==> src/rtl/wb_uart_tx_master_if.sv <==
// ---------------------------------------------------------------------------
// wb_uart_tx_master_if
// Wishbone (pipelined, single-beat) bus between the console transmitter
// (master) and a UART16550 register port (slave). Signal suffixes are given
// from the master's point of view.
//   wb_cyc_o   cycle in progress          wb_dat_i   read data ([7:0] used)
//   wb_stb_o   strobe                     wb_ack_i   transfer acknowledge
//   wb_we_o    1 = write                  wb_err_i   transfer error
//   wb_adr_o   byte address               wb_stall_i slave not accepting stb
//   wb_dat_o   write data {24'h0, byte}
//   wb_sel_o   byte select, 4'b0001 while stb is high
// ---------------------------------------------------------------------------
interface wb_uart_tx_master_if;
  logic        wb_cyc_o;
  logic        wb_stb_o;
  logic        wb_we_o;
  logic [31:0] wb_adr_o;
  logic [31:0] wb_dat_o;
  logic [3:0]  wb_sel_o;
  logic [31:0] wb_dat_i;
  logic        wb_ack_i;
  logic        wb_err_i;
  logic        wb_stall_i;

  modport master (
    output wb_cyc_o, wb_stb_o, wb_we_o, wb_adr_o, wb_dat_o, wb_sel_o,
    input  wb_dat_i, wb_ack_i, wb_err_i, wb_stall_i
  );

  modport slave (
    input  wb_cyc_o, wb_stb_o, wb_we_o, wb_adr_o, wb_dat_o, wb_sel_o,
    output wb_dat_i, wb_ack_i, wb_err_i, wb_stall_i
  );
endinterface

==> src/rtl/wb_uart_tx_master.sv <==
// ---------------------------------------------------------------------------
// wb_uart_tx_master
// Wishbone initiator that runs a UART16550 as a console transmitter without
// CPU help. After reset it programs divisor, 8N1 framing and the FIFOs, then
// drains a local byte FIFO into THR: it polls LSR.THRE and, once THRE is set,
// writes up to 16 bytes before polling again.
// Ports:
//   clk_i, rst_i      clock, asynchronous active-high reset
//   tx_data_i/valid_i byte source; byte taken when valid & ready
//   tx_ready_o        local FIFO can accept (never in the error state)
//   init_done_o       UART register setup completed
//   busy_o            FIFO non-empty or bus cycle in progress
//   err_o             sticky bus error / ack timeout
//   wb                Wishbone master port (see wb_uart_tx_master_if)
// ---------------------------------------------------------------------------
module wb_uart_tx_master #(
  parameter logic [31:0] BASE_ADDR   = 32'h0000_0000,
  parameter logic [15:0] DIVISOR     = 16'd27,
  parameter int          FIFO_DEPTH  = 16,
  parameter int          ACK_TIMEOUT = 255
) (
  input  logic       clk_i,
  input  logic       rst_i,
  input  logic [7:0] tx_data_i,
  input  logic       tx_valid_i,
  output logic       tx_ready_o,
  output logic       init_done_o,
  output logic       busy_o,
  output logic       err_o,
  wb_uart_tx_master_if.master wb
);

  localparam int            AW       = (FIFO_DEPTH > 1) ? $clog2(FIFO_DEPTH) : 1;
  localparam logic [AW:0]   DEPTH_C  = (AW+1)'(FIFO_DEPTH);
  localparam logic [7:0]    TMO_LAST = 8'(ACK_TIMEOUT - 1);

  typedef enum logic [2:0] {S_INIT, S_IDLE, S_POLL, S_SEND, S_ERR} state_t;

  // Register programming sequence: {register index, value}.
  // LCR=0x83 opens the divisor latch, DLL/DLM get the divisor, LCR=0x03
  // selects 8N1 and closes the latch, FCR=0x07 enables and clears the FIFOs,
  // IER=0x00 keeps interrupts off.
  function automatic logic [10:0] init_entry(input logic [2:0] step);
    case (step)
      3'd0:    init_entry = {3'd3, 8'h83};
      3'd1:    init_entry = {3'd0, DIVISOR[7:0]};
      3'd2:    init_entry = {3'd1, DIVISOR[15:8]};
      3'd3:    init_entry = {3'd3, 8'h03};
      3'd4:    init_entry = {3'd2, 8'h07};
      default: init_entry = {3'd1, 8'h00};
    endcase
  endfunction

  function automatic logic [31:0] reg_addr(input logic [2:0] idx);
    reg_addr = BASE_ADDR + {27'd0, idx, 2'b00};
  endfunction

  state_t      r_state;
  logic [2:0]  r_step;
  logic [4:0]  r_burst;
  logic [7:0]  r_tmo;
  logic        r_cyc;
  logic        r_stb;
  logic        r_we;
  logic [31:0] r_adr;
  logic [31:0] r_dat;
  logic [3:0]  r_sel;
  logic        r_init_done;
  logic        r_err;
  logic        r_rdy_en;

  logic [7:0]  r_mem [FIFO_DEPTH];
  logic [AW-1:0] r_wptr;
  logic [AW-1:0] r_rptr;
  logic [AW:0] r_count;

  logic        w_full;
  logic        w_push;
  logic        w_pop;
  logic        w_ack;
  logic        w_fail;
  logic [AW:0] w_count_next;
  logic        w_start;
  logic        w_we;
  logic [2:0]  w_reg;
  logic [7:0]  w_byte;
  logic        w_unused_dat;

  assign w_full       = (r_count == DEPTH_C);
  assign w_push       = tx_valid_i & tx_ready_o;
  // An ack accompanied by err counts as an error, so the byte stays queued.
  assign w_ack        = r_cyc & wb.wb_ack_i & ~wb.wb_err_i;
  assign w_fail       = r_cyc & (wb.wb_err_i | (~wb.wb_ack_i & (r_tmo == TMO_LAST)));
  assign w_pop        = w_ack & (r_state == S_SEND);
  assign w_count_next = r_count + (AW+1)'(w_push) - (AW+1)'(w_pop);
  assign w_unused_dat = ^{wb.wb_dat_i[31:6], wb.wb_dat_i[4:0]};

  // Access request for the current state. A new access is only launched
  // while cyc is low; since cyc drops on the edge that sees ack, this leaves
  // exactly one idle bus cycle between accesses.
  always_comb begin
    w_start = 1'b0;
    w_we    = 1'b0;
    w_reg   = 3'd0;
    w_byte  = 8'h00;
    case (r_state)
      S_INIT: begin
        w_start        = ~r_cyc;
        w_we           = 1'b1;
        {w_reg, w_byte} = init_entry(r_step);
      end
      S_POLL: begin
        w_start = ~r_cyc;
        w_reg   = 3'd5;
      end
      S_SEND: begin
        w_start = ~r_cyc;
        w_we    = 1'b1;
        w_byte  = r_mem[r_rptr];
      end
      default: ;
    endcase
  end

  // Control FSM and bus cycle engine
  always_ff @(posedge clk_i or posedge rst_i) begin
    if (rst_i) begin
      r_state     <= S_INIT;
      r_step      <= 3'd0;
      r_burst     <= 5'd0;
      r_tmo       <= 8'd0;
      r_cyc       <= 1'b0;
      r_stb       <= 1'b0;
      r_we        <= 1'b0;
      r_adr       <= 32'h0;
      r_dat       <= 32'h0;
      r_sel       <= 4'h0;
      r_init_done <= 1'b0;
      r_err       <= 1'b0;
      r_rdy_en    <= 1'b0;
    end else begin
      r_rdy_en <= 1'b1;

      if (w_start) begin
        r_cyc <= 1'b1;
        r_stb <= 1'b1;
        r_we  <= w_we;
        r_adr <= reg_addr(w_reg);
        r_dat <= {24'h0, w_byte};
        r_sel <= 4'b0001;
        r_tmo <= 8'd0;
      end else if (r_cyc) begin
        if (r_stb && !wb.wb_stall_i) begin
          r_stb <= 1'b0;
          r_sel <= 4'h0;
        end
        if (w_ack || w_fail) begin
          r_cyc <= 1'b0;
          r_stb <= 1'b0;
          r_sel <= 4'h0;
        end else begin
          r_tmo <= r_tmo + 8'd1;
        end
      end

      if (w_fail) begin
        r_err    <= 1'b1;
        r_rdy_en <= 1'b0;
        r_state  <= S_ERR;
      end else begin
        case (r_state)
          S_INIT: begin
            if (w_ack) begin
              if (r_step == 3'd5) begin
                r_init_done <= 1'b1;
                r_state     <= S_IDLE;
              end else begin
                r_step <= r_step + 3'd1;
              end
            end
          end
          S_IDLE: begin
            if (r_count != '0) r_state <= S_POLL;
          end
          S_POLL: begin
            if (w_ack) begin
              if (wb.wb_dat_i[5]) begin
                r_burst <= 5'd16;
                r_state <= S_SEND;
              end else begin
                r_state <= S_IDLE;
              end
            end
          end
          S_SEND: begin
            if (w_ack) begin
              r_burst <= r_burst - 5'd1;
              if (r_burst == 5'd1 || w_count_next == '0) r_state <= S_IDLE;
            end
          end
          default: begin
            r_rdy_en <= 1'b0;
          end
        endcase
      end
    end
  end

  // Local byte FIFO; pointers wrap naturally at the power-of-two depth
  always_ff @(posedge clk_i or posedge rst_i) begin
    if (rst_i) begin
      r_wptr  <= '0;
      r_rptr  <= '0;
      r_count <= '0;
    end else begin
      if (w_push) r_wptr <= r_wptr + 1'b1;
      if (w_pop)  r_rptr <= r_rptr + 1'b1;
      r_count <= w_count_next;
    end
  end

  always_ff @(posedge clk_i) begin
    if (w_push) r_mem[r_wptr] <= tx_data_i;
  end

  assign wb.wb_cyc_o = r_cyc;
  assign wb.wb_stb_o = r_stb;
  assign wb.wb_we_o  = r_we;
  assign wb.wb_adr_o = r_adr;
  assign wb.wb_dat_o = r_dat;
  assign wb.wb_sel_o = r_sel;

  assign tx_ready_o  = r_rdy_en & ~w_full;
  assign init_done_o = r_init_done;
  assign busy_o      = (r_count != '0) | r_cyc;
  assign err_o       = r_err;

endmodule

==> src/flat_wrapper.sv <==
// flat-port wrapper written by rule: the top's interface ports become plain ports
module wb_uart_tx_master_flat 
#(
  parameter logic [31:0] BASE_ADDR   = 32'h0000_0000,
  parameter logic [15:0] DIVISOR     = 16'd27,
  parameter int          FIFO_DEPTH  = 16,
  parameter int          ACK_TIMEOUT = 255
)
  (clk_i, rst_i, tx_data_i, tx_valid_i, tx_ready_o, init_done_o, busy_o, err_o, wb_wb_cyc_o, wb_wb_stb_o, wb_wb_we_o, wb_wb_adr_o, wb_wb_dat_o, wb_wb_sel_o, wb_wb_dat_i, wb_wb_ack_i, wb_wb_err_i, wb_wb_stall_i);
  wb_uart_tx_master_if wb_i ();
  input  logic clk_i;
  input  logic rst_i;
  input  logic [7:0] tx_data_i;
  input  logic tx_valid_i;
  output logic tx_ready_o;
  output logic init_done_o;
  output logic busy_o;
  output logic err_o;
  output wire logic [$bits(wb_i.wb_cyc_o)-1:0] wb_wb_cyc_o;
  output wire logic [$bits(wb_i.wb_stb_o)-1:0] wb_wb_stb_o;
  output wire logic [$bits(wb_i.wb_we_o)-1:0] wb_wb_we_o;
  output wire logic [$bits(wb_i.wb_adr_o)-1:0] wb_wb_adr_o;
  output wire logic [$bits(wb_i.wb_dat_o)-1:0] wb_wb_dat_o;
  output wire logic [$bits(wb_i.wb_sel_o)-1:0] wb_wb_sel_o;
  input wire logic [$bits(wb_i.wb_dat_i)-1:0] wb_wb_dat_i;
  input wire logic [$bits(wb_i.wb_ack_i)-1:0] wb_wb_ack_i;
  input wire logic [$bits(wb_i.wb_err_i)-1:0] wb_wb_err_i;
  input wire logic [$bits(wb_i.wb_stall_i)-1:0] wb_wb_stall_i;
  assign wb_wb_cyc_o = wb_i.wb_cyc_o;
  assign wb_wb_stb_o = wb_i.wb_stb_o;
  assign wb_wb_we_o = wb_i.wb_we_o;
  assign wb_wb_adr_o = wb_i.wb_adr_o;
  assign wb_wb_dat_o = wb_i.wb_dat_o;
  assign wb_wb_sel_o = wb_i.wb_sel_o;
  assign wb_i.wb_dat_i = wb_wb_dat_i;
  assign wb_i.wb_ack_i = wb_wb_ack_i;
  assign wb_i.wb_err_i = wb_wb_err_i;
  assign wb_i.wb_stall_i = wb_wb_stall_i;
  wb_uart_tx_master #(.BASE_ADDR(BASE_ADDR), .DIVISOR(DIVISOR), .FIFO_DEPTH(FIFO_DEPTH), .ACK_TIMEOUT(ACK_TIMEOUT)) u_core (.clk_i(clk_i), .rst_i(rst_i), .tx_data_i(tx_data_i), .tx_valid_i(tx_valid_i), .tx_ready_o(tx_ready_o), .init_done_o(init_done_o), .busy_o(busy_o), .err_o(err_o), .wb(wb_i));
endmodule
==> config.mk <==
export PLATFORM = sky130hd
export DESIGN_NAME = wb_uart_tx_master_flat
export DESIGN_NICKNAME = d
export VERILOG_FILES = /design/src/rtl/wb_uart_tx_master_if.sv /design/src/rtl/wb_uart_tx_master.sv /design/src/flat_wrapper.sv
export SDC_FILE = /design/constraint.sdc
export NUM_CORES = 1
export LEC_CHECK = 0
export CAP_MARGIN = 20
export CORE_UTILIZATION = 45
export CTS_BUF_LIST = sky130_fd_sc_hd__clkbuf_8
export DETAILED_ROUTE_END_ITERATION = 10
export GPL_TIMING_DRIVEN = 0
export PLACE_DENSITY = 0.66
export SETUP_SLACK_MARGIN = 0.15
export SLEW_MARGIN = 20
export SYNTH_ARGS = -nofsm -noshare
export SYNTH_HDL_FRONTEND = slang
export SYNTH_SLANG_ARGS = --single-unit
==> constraint.sdc <==
create_clock -name clk_i -period 7.4 [get_ports clk_i]
set_input_delay 1.48 -clock clk_i [delete_from_list [all_inputs] [get_ports clk_i]]
set_output_delay 1.48 -clock clk_i [all_outputs]
set_load 0.01 [all_outputs]
== After elaboration in Yosys (flattened, before gate mapping) ==
Memories as Yosys holds them, arrays and structs flattened.
Index checks and enable logic that the tools add are counted.

* Bits in latches: 0
* Input bits: 46
* Output and inout port bits: 75
* Memories kept: 1
* Logic and storage cells: 116
* Bits in writable memories: 128
* Register bits: 53
* Memory bits (read-only): 0

{| class="wikitable"
|+ Memory list
! name !! words !! width !! read ports !! clocked after memory_dff !! wr ports !! RTL line !! RTL
|-
| u_core.r_mem || 16 || 8 || 1 || 0 || 1 || wb_uart_tx_master.sv:72 || <nowiki>logic [7:0] r_mem [FIFO_DEPTH];</nowiki>
|}

* Bitwise operators: 15
* Order comparisons: 0
* Reduce and logical (&&, ||, !) cells: 21
* Muxes and demuxes: 36
* Multipliers: 0
* Shift operators: 0
* Equality and inequality tests: 20
* Div/mod/pow operators: 0
* $add $sub $neg: 7

{| class="wikitable"
|+ Operator list
! operator !! count
|-
| $pmux W10 S4 || 1
|-
| $mux W8 || 3
|-
| $mux W3 || 7
|-
| $mux W4 || 4
|-
| $pmux W8 S2 || 1
|-
| $mux W5 || 3
|-
| $ne A3 B1 Y1 const B || 5
|-
| $mux W1 || 13
|-
| $pmux W3 S4 || 1
|-
| $pmux W5 S2 || 1
|-
| $reduce_bool A5 Y1 || 2
|-
| $eq A3 B2 Y1 const B || 3
|-
| $add A4 B1 Y4 const B || 2
|-
| $add A8 B1 Y8 const B || 1
|-
| $eq A8 B8 Y1 const B || 1
|-
| $reduce_and A4 Y1 || 2
|-
| $and A1 B1 Y1 || 7
|-
| $reduce_and A7 Y1 || 1
|-
| $eq A3 B1 Y1 const B || 2
|-
| $eq A3 B3 Y1 const B || 2
|-
| $logic_not A3 Y1 || 2
|-
| $ne A2 B1 Y1 const B || 3
|-
| $not A1 Y1 || 6
|-
| $pmux W3 S2 || 1
|-
| 21 further kinds || 25
|}

== Longest topological paths before layout ==
Gate-level depths: netlist (run 1).

* Depth in word-level cells: 12
* Gate-level depth with buffers: 15
* Depth with buffers taken out: 13

== Worst setup path after synthesis (run 1) ==
Ideal clock, no wire load.

* Kind: input-to-reg
* From: input port wb_wb_err_i
* To: register u_core.r_state[1]
* Required time: 7.267 ns
* Slack: 3.594 ns
* Buffers on the path: 0
* Arrival: 3.673 ns
* Library setup time: 0.133 ns
* Cell stages on the path: 11
* Cells stage by stage: nand3b_2 -> nor2_8 -> ha_1 -> inv_1 -> ha_1 -> inv_1 -> fa_1 -> inv_1 -> or3_1 -> o311ai_0 -> nand2_1

* Longest elaborated chain between the ends: 8
* Elaborated cells between the ends (all ways): 17
* Classes of those cells: add/sub: 1; eq/ne: 6; mux: 1; bitwise: 5; reduce/logical: 4

{| class="wikitable"
|+ Ends and longest elaborated chain
! element !! RTL line !! RTL
|-
| start, declared || flat_wrapper.sv:27 || <nowiki>input wire logic [$bits(wb_i.wb_err_i)-1:0] wb_wb_err_i;</nowiki>
|-
| $not A1 Y1 || wb_uart_tx_master.sv:92 || <nowiki>assign w_ack = r_cyc & wb.wb_ack_i & ~wb.wb_err_i;</nowiki>
|-
| $and A1 B1 Y1 || wb_uart_tx_master.sv:92 ||
|-
| $and A1 B1 Y1 || wb_uart_tx_master.sv:94 || <nowiki>assign w_pop = w_ack & (r_state == S_SEND);</nowiki>
|-
| named net u_core.w_pop || wb_uart_tx_master.sv:79 || <nowiki>logic w_pop;</nowiki>
|-
| $sub A5 B1 Y5 || wb_uart_tx_master.sv:95 || <nowiki>assign w_count_next = r_count + (AW+1)'(w_push) - (AW+1)'(w_pop);</nowiki>
|-
| named net u_core.w_count_next[1] || wb_uart_tx_master.sv:82 || <nowiki>logic [AW:0] w_count_next;</nowiki>
|-
| $logic_not A5 Y1 || wb_uart_tx_master.sv:198 || <nowiki>if (r_burst == 5'd1 || w_count_next == '0) r_state <= S_IDLE;</nowiki>
|-
| $logic_or A1 B1 Y1 || wb_uart_tx_master.sv:198 ||
|-
| $ne A3 B2 Y1 (no line) || - ||
|-
| $reduce_and A7 Y1 (no line) || - ||
|-
| end signal, assigned || wb_uart_tx_master.sv:189 || <nowiki>r_state <= S_SEND;</nowiki>
|-
| end signal, assigned || wb_uart_tx_master.sv:191 || <nowiki>r_state <= S_IDLE;</nowiki>
|-
| end signal, assigned || wb_uart_tx_master.sv:198 ||
|-
| end, declared || wb_uart_tx_master.sv:58 || <nowiki>state_t r_state;</nowiki>
|}

The timed path passes the listed nets, and every way through them passes these cells.
A chain may end at the register's enable or synchronous reset.

== Worst setup path in the final report (run 1) ==
Ends and elaborated chain as after synthesis.

==> metrics.md, run 1 <==
| Metric | Value |
|---|---|
| Ratio of cells with drive above 1 in the final layout | 23.1% |
| Worst-Skew Late Latency | 0.46 ns |
| Clock sinks | 177 |
| Post-synth cell types | 60 |
| WL final | 15300 um |
| Avg Cell Area, Syn | 15.1 um2 |
| Setup TNS | 0 ns |
| Number of antenna violations at the first check in global routing | 0 |
| Total congestion overflow | 0 |
| Worst Skew | 0.0173 ns |
| Max VDD drop | 154 uV |
| WL per Instance | 17.7 um |
| CTS H-tree depth | 4 |
| Gr usage total | 18.3% |
| Cell with the most instances after synthesis | edfxtp_1 |
| Post-synthesis cell count | 519 |
| Worst Hold Class | reg -> reg |
| WP data required | 7.73 ns |
| Hold Vio Cnt, Final | 0 |
| Period utilization | 54.0% |
| TritonCTS clock tree | yes |
| Synth Register Bits | 177 |
| Hold buffer count at cts | 0 |
| Worst Max-Slew Pin Slew | 0.854 ns |
| Fillers | 1400 |
| HPWL Detailed | 10700 um |
| Crit end category | flop |
| Max-Slew Margin vs Limit | 42.9% |
| P&R area growth vs syn | 15.2% |
| Top-area cell type share of the netlist area | 49.0% |
| CTS clk-pin slew, worst paths | 0.09 ns |
| Setup Buffers After CTS | 0 |
| Syn Std Cell Area | 7840 um2 |
| Leakage Power | 3.48 nW |
| Largest net degree at the start of global routing | 36 |
| Final min period | 3.99 ns |
| Drt pass-1 iters | 4 |
| Core ar. | 16800 um2 |
| List of most frequent post-synthesis cells | 128 x edfxtp_1, 58 x buf_4, 49 x dfrtp_1, 32 x mux4_2, 29 x nor2_1 |
| Resized cells post-CTS | 0 |
| Number of enable flip-flop cells after synthesis | 128 |
| Root buffer cell | clkbuf_8 |
| Initial core utilization | 46.6% |
| Diode count | 0 |
| Num ports | 121 |
| Fmax | 250 MHz |
| DRC | 0 |
| Cell Rows | 47 |
| Setup WS post-layout | 3.41 ns |
| Status | finished clean |
| Nets | 693 |
| Input/output buffers | 33 |
| Top_reg_cell synth | edfxtp_1 |
| Max FO, Critical Path | 7 |
| Max cap viols | 0 |
| Crit path launch type | input port |
| Die height | 134 um |
| Pre-CTS setup slack | 2.94 ns |
| Cell taking the most area after synthesis | edfxtp_1 |
| Final setup vio count | 0 |
| Fin. max-slew vios | 0 |
| Fraction of registers with async set/reset | 27.7% |
| Die width | 134 um |
| Yosys warnings | 0 |
| TritonCTS Buffers | 17 |
| Top post-synthesis cells by area | edfxtp_1 49%, dfrtp_1 16%, mux4_2 9.2%, buf_4 5.6%, ha_1 3.0% |
| PwrDens | 245 nW/um2 |
| Die area | 18000 um2 |
| First-pass GRT wire length | 24100 um |
| WS Path Type | in -> reg |
| Sequential fraction of the synthesis area | 64.6% |
| DR vias | 4430 |
| RSZ-0062 raised after global routing | no |
| CTS max path bufs | 2 |
| Vias in the first global route | 4370 |
| Vias/cell | 5.15 |
| Arrival time worst endpoint | 4.32 ns |
| Post-DRT Antenna Nets | 0 |
| Initial drt markers | 304 |
| RD Place Congestion | 0.829 |
[state kept, by name, indices dropped and copies added, names as in the netlist]
name / cells
u_core.r_tmo: 8
u_core.r_rdy_en: 1
u_core.r_rptr: 4
u_core.init_done_o: 1
u_core.wb.wb_dat_o: 8
u_core.r_count: 5
u_core.r_step: 3
u_core.r_burst: 5
u_core.wb.wb_we_o: 1
u_core.err_o: 1
u_core.wb.wb_sel_o: 1
u_core.wb.wb_adr_o: 3
u_core.r_mem: 128
u_core.wb.wb_cyc_o: 1
u_core.r_state: 3
u_core.r_wptr: 4
[per-layer routing]
layer	GRT usage (%)	part of all wire, %
met1	24.2	43
met2	30.2	50
met3	3.82	5.3
met4	5.74	1.2
met5	0	0
[final cells by class]
class	instances	area, um2	share of cell area (%)
plain buffers	73	512	5.66
clock buffers	17	234	2.59
clock inverters	15	109	1.20
inverters	26	97.6	1.08
multi-input cells	298	2390	26.4
flip-flops and latches	177	5070	56.1
well taps	220	275	3.05
repair buffers	34	350	3.88
[worst max-delay path, stage by stage]
cell and delay (ns):
clkdlybuf4s50_1 0.43, nand3b_2 0.36, nor2_8 0.24, ha_1 0.25, inv_1 0.05, ha_1 0.15, inv_1 0.06, fa_1 0.47
inv_1 0.06, or3_1 0.36, o311ai_0 0.32, nand2_1 0.08
[cells in the final DEF (no fill, tap or decap), drive strengths merged, types with 8 or more instances in the layout]
cell	Yosys	final
ha	19	19
nand2	23	23
o21ai	19	19
clkdlybuf4s50	0	33
clkbuf	1	18
dfrtp	49	49
inv	26	32
edfxtp	128	128
a21oi	15	15
buf	72	73
clkinv	0	8
nor2	30	30
xnor2	11	11
nor3	11	11
conb	1	56
mux4	32	32
[power by group]
part	internal, mW	leakage (nW)	switching, mW
Combinational	0.198	1.53	0.228
Sequential	1.14	1.77	0.0554
Clock	0.235	0.184	0.354
[cells by family (layout without fill, tap and decap cells)]
group           after synthesis  in the layout  share of synthesized area (%)
buf+inv                      99            165                           7.77
other cells                   1             56                         0.0478
simple gates                100            100                           6.59
fa+ha+maj                    20             20                           3.29
flops                       177            177                           64.6
mux                          43             43                           10.7
compound gates               65             65                           5.44
xor+xnor                     14             14                           1.56
[stage by stage]
| stage | power [mW] | instances | util (%) | hold WS, ns | instance area (um2) |
|---|---|---|---|---|---|
| global placement | 1.62 | 827 | 51.5 | 0.450 | 8650 |
| global route | 2.32 | 860 | 53.7 | 0.508 | 9040 |
| detailed placement | 1.64 | 828 | 51.7 | 0.453 | 8690 |
| finish | 2.21 | 860 | 53.7 | 0.470 | 9040 |
| floorplan | 1.48 | 574 | - | 0.478 | 8050 |
| CTS | 2.22 | 860 | 53.7 | 0.475 | 9040 |
[worst paths after layout]
path / cells past startpoint / endpoint / start / slack (ns)
worst min register to register: 1 / u_core.err_o / u_core.err_o / 0.47
worst max-delay path: 12 / u_core.r_state[1] / wb_wb_err_i / 3.41
max in group asynchronous: 3 / u_core.r_tmo[5] / rst_i / 5.56
worst max register to register: 14 / u_core.r_state[1] / u_core.r_state[1] / 4.17
min in group asynchronous: 2 / u_core.r_wptr[1] / rst_i / 1.31
worst min-delay path: 1 / u_core.err_o / u_core.err_o / 0.47
Power figures use the tool's default switching activity.
==> run 2: changes to the inputs <==
Clock period 7.4 ns to 4.1 ns, I/O delays scaled along.
==> results of run 2 <==
Same layout as run 1 (identical final DEF). Status: finished clean.
Among the figures that moved: setup slack after placement 2.94 ns -> 0.299 ns; setup slack after layout 3.41 ns -> 0.767 ns; register-to-register setup slack 4.17 ns -> 0.87 ns; total power 2.21 mW -> 3.99 mW; worst IR drop on VDD 154 uV -> 278 uV
